--- config.mk ---
export PLATFORM = sky130hd
export DESIGN_NAME = ahbl_sram_bridge
export DESIGN_NICKNAME = d
export VERILOG_FILES = /design/src/rtl/ahbl_sram_bridge.sv
export SDC_FILE = /design/constraint.sdc
export NUM_CORES = 1
export LEC_CHECK = 0
export CAP_MARGIN = 20
export CORE_ASPECT_RATIO = 1.75
export CORE_UTILIZATION = 35
export CTS_CLUSTER_DIAMETER = 80
export DETAILED_ROUTE_END_ITERATION = 8
export PLACE_DENSITY_LB_ADDON = 0.2
export SLEW_MARGIN = 10
export SYNTH_ARGS = -nofsm -noshare
export SYNTH_HDL_FRONTEND = slang
export SYNTH_SLANG_ARGS = --single-unit
--- constraint.sdc ---
create_clock -name clk -period 1.7 [get_ports clk]
set_input_delay 0.17 -clock clk [delete_from_list [all_inputs] [get_ports clk]]
set_output_delay 0.17 -clock clk [all_outputs]
set_load 0.02 [all_outputs]
--- src/rtl/ahbl_sram_bridge.sv ---
// ahbl_sram_bridge
// ----------------------------------------------------------------------------
// Zero-wait-state AHB-Lite slave in front of a byte-enabled synchronous
// single-port SRAM. The SRAM has a 1-cycle read latency and a registered
// write.
//
// Reads use the SRAM port during their address phase. Write data arrives a
// cycle later, in the data phase. It is parked in a one-entry write buffer
// and written to the SRAM in the next cycle where no read address phase
// claims the port. Reads are compared against the buffer and the matching
// byte lanes are taken from it, so a read that follows a write returns the
// new data.
//
// Ports
//   clk, rst_n           system clock, synchronous active-low reset
//   ahbls_hready         bus-wide HREADY
//   ahbls_hready_resp    slave HREADYOUT (low only in the first error cycle)
//   ahbls_hresp          slave HRESP
//   ahbls_haddr/hwrite/htrans/hsize/hwdata   AHB-Lite request and write data
//   ahbls_hburst/hprot/hmastlock             accepted but not used
//   ahbls_hrdata         read data, zero outside a read data phase
//   sram_addr/wen/wdata  SRAM word address, per-byte write enable, write data
//   sram_rdata           SRAM read data, valid the cycle after sram_addr
//
// States
//   S_IDLE  | no data phase in progress
//   S_RDATA | read data phase, hrdata = forwarded SRAM data
//   S_WDATA | write data phase, hwdata is captured into the buffer
//   S_ERR1  | first error cycle (hready_resp=0, hresp=1)
//   S_ERR2  | second error cycle (hready_resp=1, hresp=1)
// ----------------------------------------------------------------------------
module ahbl_sram_bridge #(
  parameter int W_DATA      = 32,
  parameter int W_ADDR      = 32,
  parameter int DEPTH       = 2048,
  parameter int W_SRAM_ADDR = $clog2(DEPTH)
) (
  input  logic                   clk,
  input  logic                   rst_n,

  input  logic                   ahbls_hready,
  output logic                   ahbls_hready_resp,
  output logic                   ahbls_hresp,
  input  logic [W_ADDR-1:0]      ahbls_haddr,
  input  logic                   ahbls_hwrite,
  input  logic [1:0]             ahbls_htrans,
  input  logic [2:0]             ahbls_hsize,
  input  logic [2:0]             ahbls_hburst,
  input  logic [3:0]             ahbls_hprot,
  input  logic                   ahbls_hmastlock,
  input  logic [W_DATA-1:0]      ahbls_hwdata,
  output logic [W_DATA-1:0]      ahbls_hrdata,

  output logic [W_SRAM_ADDR-1:0] sram_addr,
  output logic [W_DATA/8-1:0]    sram_wen,
  output logic [W_DATA-1:0]      sram_wdata,
  input  logic [W_DATA-1:0]      sram_rdata
);

  localparam int NB = W_DATA / 8;
  localparam int LB = $clog2(NB);

  typedef enum logic [2:0] {
    S_IDLE,
    S_RDATA,
    S_WDATA,
    S_ERR1,
    S_ERR2
  } state_t;

  state_t                 state_q, state_d;
  logic [W_SRAM_ADDR-1:0] addr_q, addr_d;
  logic [NB-1:0]          mask_q, mask_d;

  logic                   buf_valid_q, buf_valid_d;
  logic [W_SRAM_ADDR-1:0] buf_addr_q, buf_addr_d;
  logic [NB-1:0]          buf_mask_q, buf_mask_d;
  logic [W_DATA-1:0]      buf_data_q, buf_data_d;

  logic                   aph_valid;
  logic                   size_ok;
  logic                   rd_aph;
  logic [W_SRAM_ADDR-1:0] aph_idx;
  logic [NB-1:0]          aph_mask;
  logic                   fwd_hit;

  // Bus fields this slave has no use for; the upper address bits are dropped
  // on purpose so the SRAM aliases across the whole address space.
  logic unused_inputs;
  assign unused_inputs = ^{ahbls_hburst, ahbls_hprot, ahbls_hmastlock,
                           ahbls_htrans[0],
                           ahbls_haddr[W_ADDR-1:LB+W_SRAM_ADDR]};

  // --------------------------------------------------------------------------
  // Address phase decode
  // --------------------------------------------------------------------------
  // No new transfer is taken while this slave holds the bus in ERR1. The bus
  // HREADY is low then anyway, so this only guards against a fabric that
  // does not feed HREADYOUT back.
  assign aph_valid = ahbls_hready && ahbls_htrans[1] && (state_q != S_ERR1);
  assign size_ok   = (ahbls_hsize <= 3'(LB));
  assign rd_aph    = aph_valid && size_ok && !ahbls_hwrite;
  assign aph_idx   = ahbls_haddr[LB +: W_SRAM_ADDR];

  // A lane belongs to the transfer when it falls in the same 2^hsize-aligned
  // group as the byte offset. This rounds unaligned offsets down to the size.
  always_comb begin
    aph_mask = '0;
    for (int i = 0; i < NB; i++) begin
      if ((i >> ahbls_hsize) == (int'(ahbls_haddr[LB-1:0]) >> ahbls_hsize)) begin
        aph_mask[i] = 1'b1;
      end
    end
  end

  // --------------------------------------------------------------------------
  // Data phase state machine
  // --------------------------------------------------------------------------
  always_comb begin
    state_d = state_q;
    addr_d  = addr_q;
    mask_d  = mask_q;
    if (state_q == S_ERR1) begin
      state_d = S_ERR2;
    end else if (ahbls_hready) begin
      if (!aph_valid) begin
        state_d = S_IDLE;
      end else if (!size_ok) begin
        state_d = S_ERR1;
      end else begin
        state_d = ahbls_hwrite ? S_WDATA : S_RDATA;
        addr_d  = aph_idx;
        mask_d  = aph_mask;
      end
    end
  end

  always_comb begin
    ahbls_hready_resp = 1'b1;
    ahbls_hresp       = 1'b0;
    if (rst_n) begin
      ahbls_hready_resp = (state_q != S_ERR1);
      ahbls_hresp       = (state_q == S_ERR1) || (state_q == S_ERR2);
    end
  end

  // --------------------------------------------------------------------------
  // SRAM port arbitration and write buffer
  // --------------------------------------------------------------------------
  always_comb begin
    sram_addr   = buf_addr_q;
    sram_wdata  = buf_data_q;
    sram_wen    = '0;
    buf_valid_d = buf_valid_q;
    buf_addr_d  = buf_addr_q;
    buf_mask_d  = buf_mask_q;
    buf_data_d  = buf_data_q;

    if (rd_aph) begin
      sram_addr = aph_idx;
    end else if (buf_valid_q) begin
      sram_wen    = buf_mask_q;
      buf_valid_d = 1'b0;
    end

    // Loading after the drain above lets a same-cycle drain/load keep the
    // new entry.
    if (state_q == S_WDATA) begin
      buf_valid_d = 1'b1;
      buf_addr_d  = addr_q;
      buf_mask_d  = mask_q;
      buf_data_d  = ahbls_hwdata;
    end

    // The SRAM samples wen on the same edge that clears the buffer, so the
    // pending write must be suppressed during reset to be truly discarded.
    if (!rst_n) begin
      sram_wen = '0;
    end
  end

  // --------------------------------------------------------------------------
  // Read data with byte-lane forwarding from the write buffer
  // --------------------------------------------------------------------------
  assign fwd_hit = buf_valid_q && (buf_addr_q == addr_q);

  always_comb begin
    ahbls_hrdata = '0;
    if (rst_n && (state_q == S_RDATA)) begin
      for (int i = 0; i < NB; i++) begin
        if (fwd_hit && buf_mask_q[i]) begin
          ahbls_hrdata[8*i +: 8] = buf_data_q[8*i +: 8];
        end else begin
          ahbls_hrdata[8*i +: 8] = sram_rdata[8*i +: 8];
        end
      end
    end
  end

  // --------------------------------------------------------------------------
  // Registers
  // --------------------------------------------------------------------------
  always_ff @(posedge clk) begin
    if (!rst_n) begin
      state_q     <= S_IDLE;
      addr_q      <= '0;
      mask_q      <= '0;
      buf_valid_q <= 1'b0;
      buf_addr_q  <= '0;
      buf_mask_q  <= '0;
      buf_data_q  <= '0;
    end else begin
      state_q     <= state_d;
      addr_q      <= addr_d;
      mask_q      <= mask_d;
      buf_valid_q <= buf_valid_d;
      buf_addr_q  <= buf_addr_d;
      buf_mask_q  <= buf_mask_d;
      buf_data_q  <= buf_data_d;
    end
  end

  // A load must never replace an entry that has not reached the SRAM: when a
  // write data phase finds the buffer occupied, the port has to be draining
  // it in that same cycle. A write, write, read address sequence would
  // break this, because the read claims the port in the cycle the first
  // write would drain.
  assert property (@(posedge clk) disable iff (!rst_n)
                   (state_q == S_WDATA && buf_valid_q) |-> !rd_aph);

endmodule

[After elaboration in Yosys (flattened, before gate mapping)]
Cells that the tools add are included.
Cells by class
  add/sub/neg operators: 0
  multipliers: 0
  divide/modulo/power cells: 0
  $lt $le $gt $ge: 1
  eq/ne operators: 11
  shift operators: 5
  muxes and demuxes: 22
  bitwise operators: 2
  reductions and logical operators: 15
Operators by type and width (number)
  $eq 32x32->1: 4
  $shr 1x3->32 const A: 2
  $shr 2x3->32 const A: 2
  $mux 32: 1
  $mux 8: 4
  $shr 2x3->32: 1
  $mux 4: 3
  $eq 11x11->1: 1
  $mux 11: 1
  $logic_and 1x1->1: 10
  $mux 1: 8
  $eq 3x2->1 const B: 2
  $mux 2: 3
  $mux 3: 2
  $reduce_and 4->1: 1
  $eq 3x1->1 const B: 1
  $eq 3x3->1 const B: 1
  $le 3x2->1 const B: 1
  $ne 3x2->1 const B: 1
  $ne 2x1->1 const B: 1
  $not 1->1: 2
  $reduce_bool 2->1: 1
  $reduce_or 2->1: 1
  $logic_not 1->1: 1
  $logic_or 1x1->1: 1
Word-level totals
  bits in registers: 66
  bits in latches: 0
  bits in writable memories: 0
  ROM bits: 0
  bits of input ports: 113
  output and inout port bits: 81
  word-level logic and storage cells: 64
  memories: 0

[Logic depth before layout (Yosys ltp)]
Gate-level depths: netlist of run 1.
  depth after elaboration: 6
  gate-level depth with buffers: 7
  mapped depth without buffers: 4

[Worst setup path after synthesis of run 1]
Ideal clock, no wire load.
  path type: reg-to-output
  start: register buf_addr_q[1]
  end: output ahbls_hrdata[0]
  arrival: 1.840 ns
  data required time: 1.530 ns
  slack: -0.310 ns
  cell stages (with the launch flop): 5
  path buffers: 0
  cells stage by stage: dfxtp_1 > xnor2_1 > nand4_4 > nor4_4 > mux2i_1
On the way
  word-level cells in the longest chain between the ends: 5
Ends and longest elaborated chain
  start, declared: line 76  | logic [W_SRAM_ADDR-1:0] buf_addr_q, buf_addr_d;
  start signal, assigned: line 217  | buf_addr_q <= buf_addr_d;
  $eq 11x11->1: line 185  | assign fwd_hit = buf_valid_q && (buf_addr_q == addr_q);
  $logic_and 1x1->1: line 185
  $logic_and 1x1->1: line 191  | if (fwd_hit && buf_mask_q[i]) begin
  $mux 8: line 191
  $mux 32: line 189  | if (rst_n && (state_q == S_RDATA)) begin
  end, declared: line 52  | output logic [W_DATA-1:0] ahbls_hrdata,
Every way passes these cells.

[Worst setup path after layout of run 1]
  start: register addr_q[6]
  end: output ahbls_hrdata[9]
On the way
  word-level cells in the longest chain between the ends: 5
Ends and longest elaborated chain
  start, declared: line 72  | logic [W_SRAM_ADDR-1:0] addr_q, addr_d;
  start signal, assigned: line 214  | addr_q <= addr_d;
  $eq 11x11->1: line 185
  $logic_and 1x1->1: line 185
  $logic_and 1x1->1: line 191
  $mux 8: line 191
  $mux 32: line 189
Every way passes these cells.

==> flow_summary.ini, run 1 <==
[synth]
yosysSeqAreaShare_pct = 37.34
synth_compound_area_share_pct = 12.66
ys_async_sr_fraction_pct = 0
synth_cell_type_count = 32
synth_edf_count = 0
postSynthCellCount = 430
synth_mux_area_share_pct = 15.66
syn_avg_cell_area_um2 = 8.229
yosysWarnings = 0
netlist_area_um2 = 3538
yosys.area_share.xor_xnor_pct = 2.723
yosys.area_share.simple_pct = 27.72
synth_nets = 543
synth_ff_type = dfxtp_1
synth.top_cell.area_share_pct = 37.34
synthAdderAreaFrac_pct = 0
synth_top_family_by_area = simple AND/OR/NAND/NOR gates
synth_area_leaders = dfxtp_1 (37%), nand2_1 (17%), mux2i_1 (12%), a21boi_0 (10%), nor4_4 (3.0%)
yosys.area.top_type = dfxtp_1
ys_ff_latch = 66

[route]
avgRoutedWirePerCell_um = 14.99
routed_wl_mm = 11.74
ant_nets = 0
vias = 3797
viasPerCell = 4.849
drt_iter0_drc = 132
first_pass_iters = 5
drc = 0

[floorplanning]
core_um2 = 9849
fp-row-count = 48
initial_utilization_pct = 35.92
io_pins = 194
die_x_um = 78.01
die_y_um = 135.0
die_area_um2 = 10530

[run]
maxCapViolCount = 0

[pwr]
powerDensity_nw_per_um2 = 645.3
leakage_uw = 0.002378
irDropWorstVdd_mv = 0.6402

[clock_network]
clk_latency_ns = 0.33
tritoncts = done
cts.path.max_buffers = 2
cts.clk_slew.worst_paths_ns = 0.05
cts_hold_buf = 0
cts_buffers = 9
clock_sinks = 66
clockRootBuffer = clkbuf_16
h-tree-depth = 3

[critical_path]
r2r_slack_ns = 0.13
cp.arrival_ns = 2.05
path_max_fanout = 8
crit_required_ns = 1.53
cp-end-kind = primary output
start_kind = flop
criticalPathCategory = flop to primary output

[timing]
worst_slack_ns = -0.5225
setup_violations = 47
final-hold-violation-count = 0
fin_crit_sh_pct = 130.7
clock_skew_ns = 0.003846
slew_headroom_pct = 77.52
tightest_slew_ns = 0.3364
rsz0062_at_grt = yes
worst_hold_slack_ns = 0.3757
period_minus_slack_ns = 2.223
drv_slew = 0
fmax_ghz = 0.4499

[status]
status = finished with violations
failed_checks = negative setup slack

[layout]
antennaDiodeCount = 0
final_nets = 766
drive_gt1_share_pct = 30.40
fillCellCount = 844
area_delta_synth_final_pct = 82.78
fin_util_pct = 65.66

[global_routing]
grt_pass1_wl_mm = 18.03
grt_pass1_vias = 3719
antenna_found_initial = 0
grt-ovfl-total = 0
grt_max_degree = 42
grt.total_usage_pct = 22.18

[place]
gp_congestion = 0.8159
numPortBuffers = 165
post-dp-hpwl_mm = 8.514

[min_path]
worstHoldPathType = primary input to flop
==> report_power, final <==
group	switching, uW	internal [uW]	total [uW]
registers	38.0	1600	1640
clock network	639	1130	1770
logic	322	445	767
==> synth_stat cells, drive strengths merged, types with 5 or more instances <==
master,count
a21boi,47
a21oi,5
buf,8
clkbuf,19
dfxtp,66
inv,5
mux2,11
mux2i,43
nand2,163
nand2b,5
nor2b,13
nor3,6
nor4,5
xnor2,11
==> through the flow <==
stage / TNS [ns] / instance area, um^2 / setup slack, ns / power [uW] / std cells
floorplan: -9.619 / 3656 / -0.2941 / 1949 / 430
global placement: -29.18 / 5928 / -0.6874 / 2358 / 755
detailed placement: -31.04 / 5928 / -0.7129 / 2371 / 755
CTS: -18.59 / 6301 / -0.5396 / 4157 / 777
global route: -21.19 / 6467 / -0.5870 / 4332 / 783
finish: -18.18 / 6467 / -0.5225 / 4174 / 783
==> cells in the final DEF (no fill, tap or decap), types with 5 or more instances in the layout <==
master and n:
mux2i_1 31, mux2_4 11, buf_4 83, nor2b_1 13, nor3_4 5, dfxtp_1 53, a21boi_0 47, a21oi_1 5
nand2b_1 5, buf_6 21, clkbuf_16 11, dfxtp_2 13, xnor2_2 11, nand2_1 162, buf_12 10, mux2i_2 11
nor4_4 5, inv_1 5, clkdlybuf4s50_1 112
==> critical path, stage by stage (launching register included) <==
cell     delay (ns)
dfxtp_2        0.33
xnor2_2        0.21
nand4_4        0.13
buf_6          0.15
nor4_4         0.33
buf_12         0.18
mux2i_2        0.22
buf_4          0.17
==> flip-flops by register name, summed over array words and instances, names as in the netlist <==
name         cells
addr_q          11
buf_addr_q      11
buf_mask_q       4
buf_valid_q      1
mask_q           4
sram_wdata      32
state_q          3
==> kinds of logic (layout without fill, tap and decap cells) <==
group / after synthesis / count (layout)
AND/OR/NAND/NOR: 206 / 206
buffers and inverters: 32 / 260
flip-flops: 66 / 66
XOR/XNOR: 11 / 11
multiplexers: 54 / 54
AO/OA/AOI/OAI: 61 / 61
==> path summary, 6_finish.rpt <==
path | from | endpoint | depth (start not counted)
worst min-delay path | ahbls_hsize[2] | mask_q[0] | 4
worst max-delay path | addr_q[6] | ahbls_hrdata[9] | 7
worst min register to register | buf_mask_q[3] | buf_mask_q[3] | 2
worst max register to register | state_q[2] | addr_q[9] | 7
==> cell type report <==
type	instances	area [um^2]	share of cell area (%)
well taps	125	156.4	2.418
inverters	5	18.77	0.2902
repair buffers	239	2344	36.24
flip-flops and latches	66	1338	20.68
clock buffers	13	240.2	3.714
multi-input cells	332	2331	36.04
clock inverters	3	40.04	0.6191
==> layer usage <==
metal	vias up	part of all wire [%]	GRT usage, %
li1	1868	-	-
met1	1778	38	23.15
met2	130	54	42.43
met3	21	5.2	4.122
met4	0	2.2	9.465
met5	-	0	0
==> timing repair <==
| item | 4_1_cts | 5_1_grt |
|---|---|---|
| pin swaps | 13 | 9 |
| buffers inserted | 7 | 7 |
| cloned | 1 | 2 |
| gates resized for setup | 279 | 25 |
| endpoints found under the setup margin | 49 | 57 |
Note: power is estimated with default switching activity, not from simulation.
==> run 2, diff against run 1 <==
CTS_CLUSTER_DIAMETER = 30   (was 80)
==> results of run 2 <==
Final layout, timing and power as in run 1 (identical DEF).
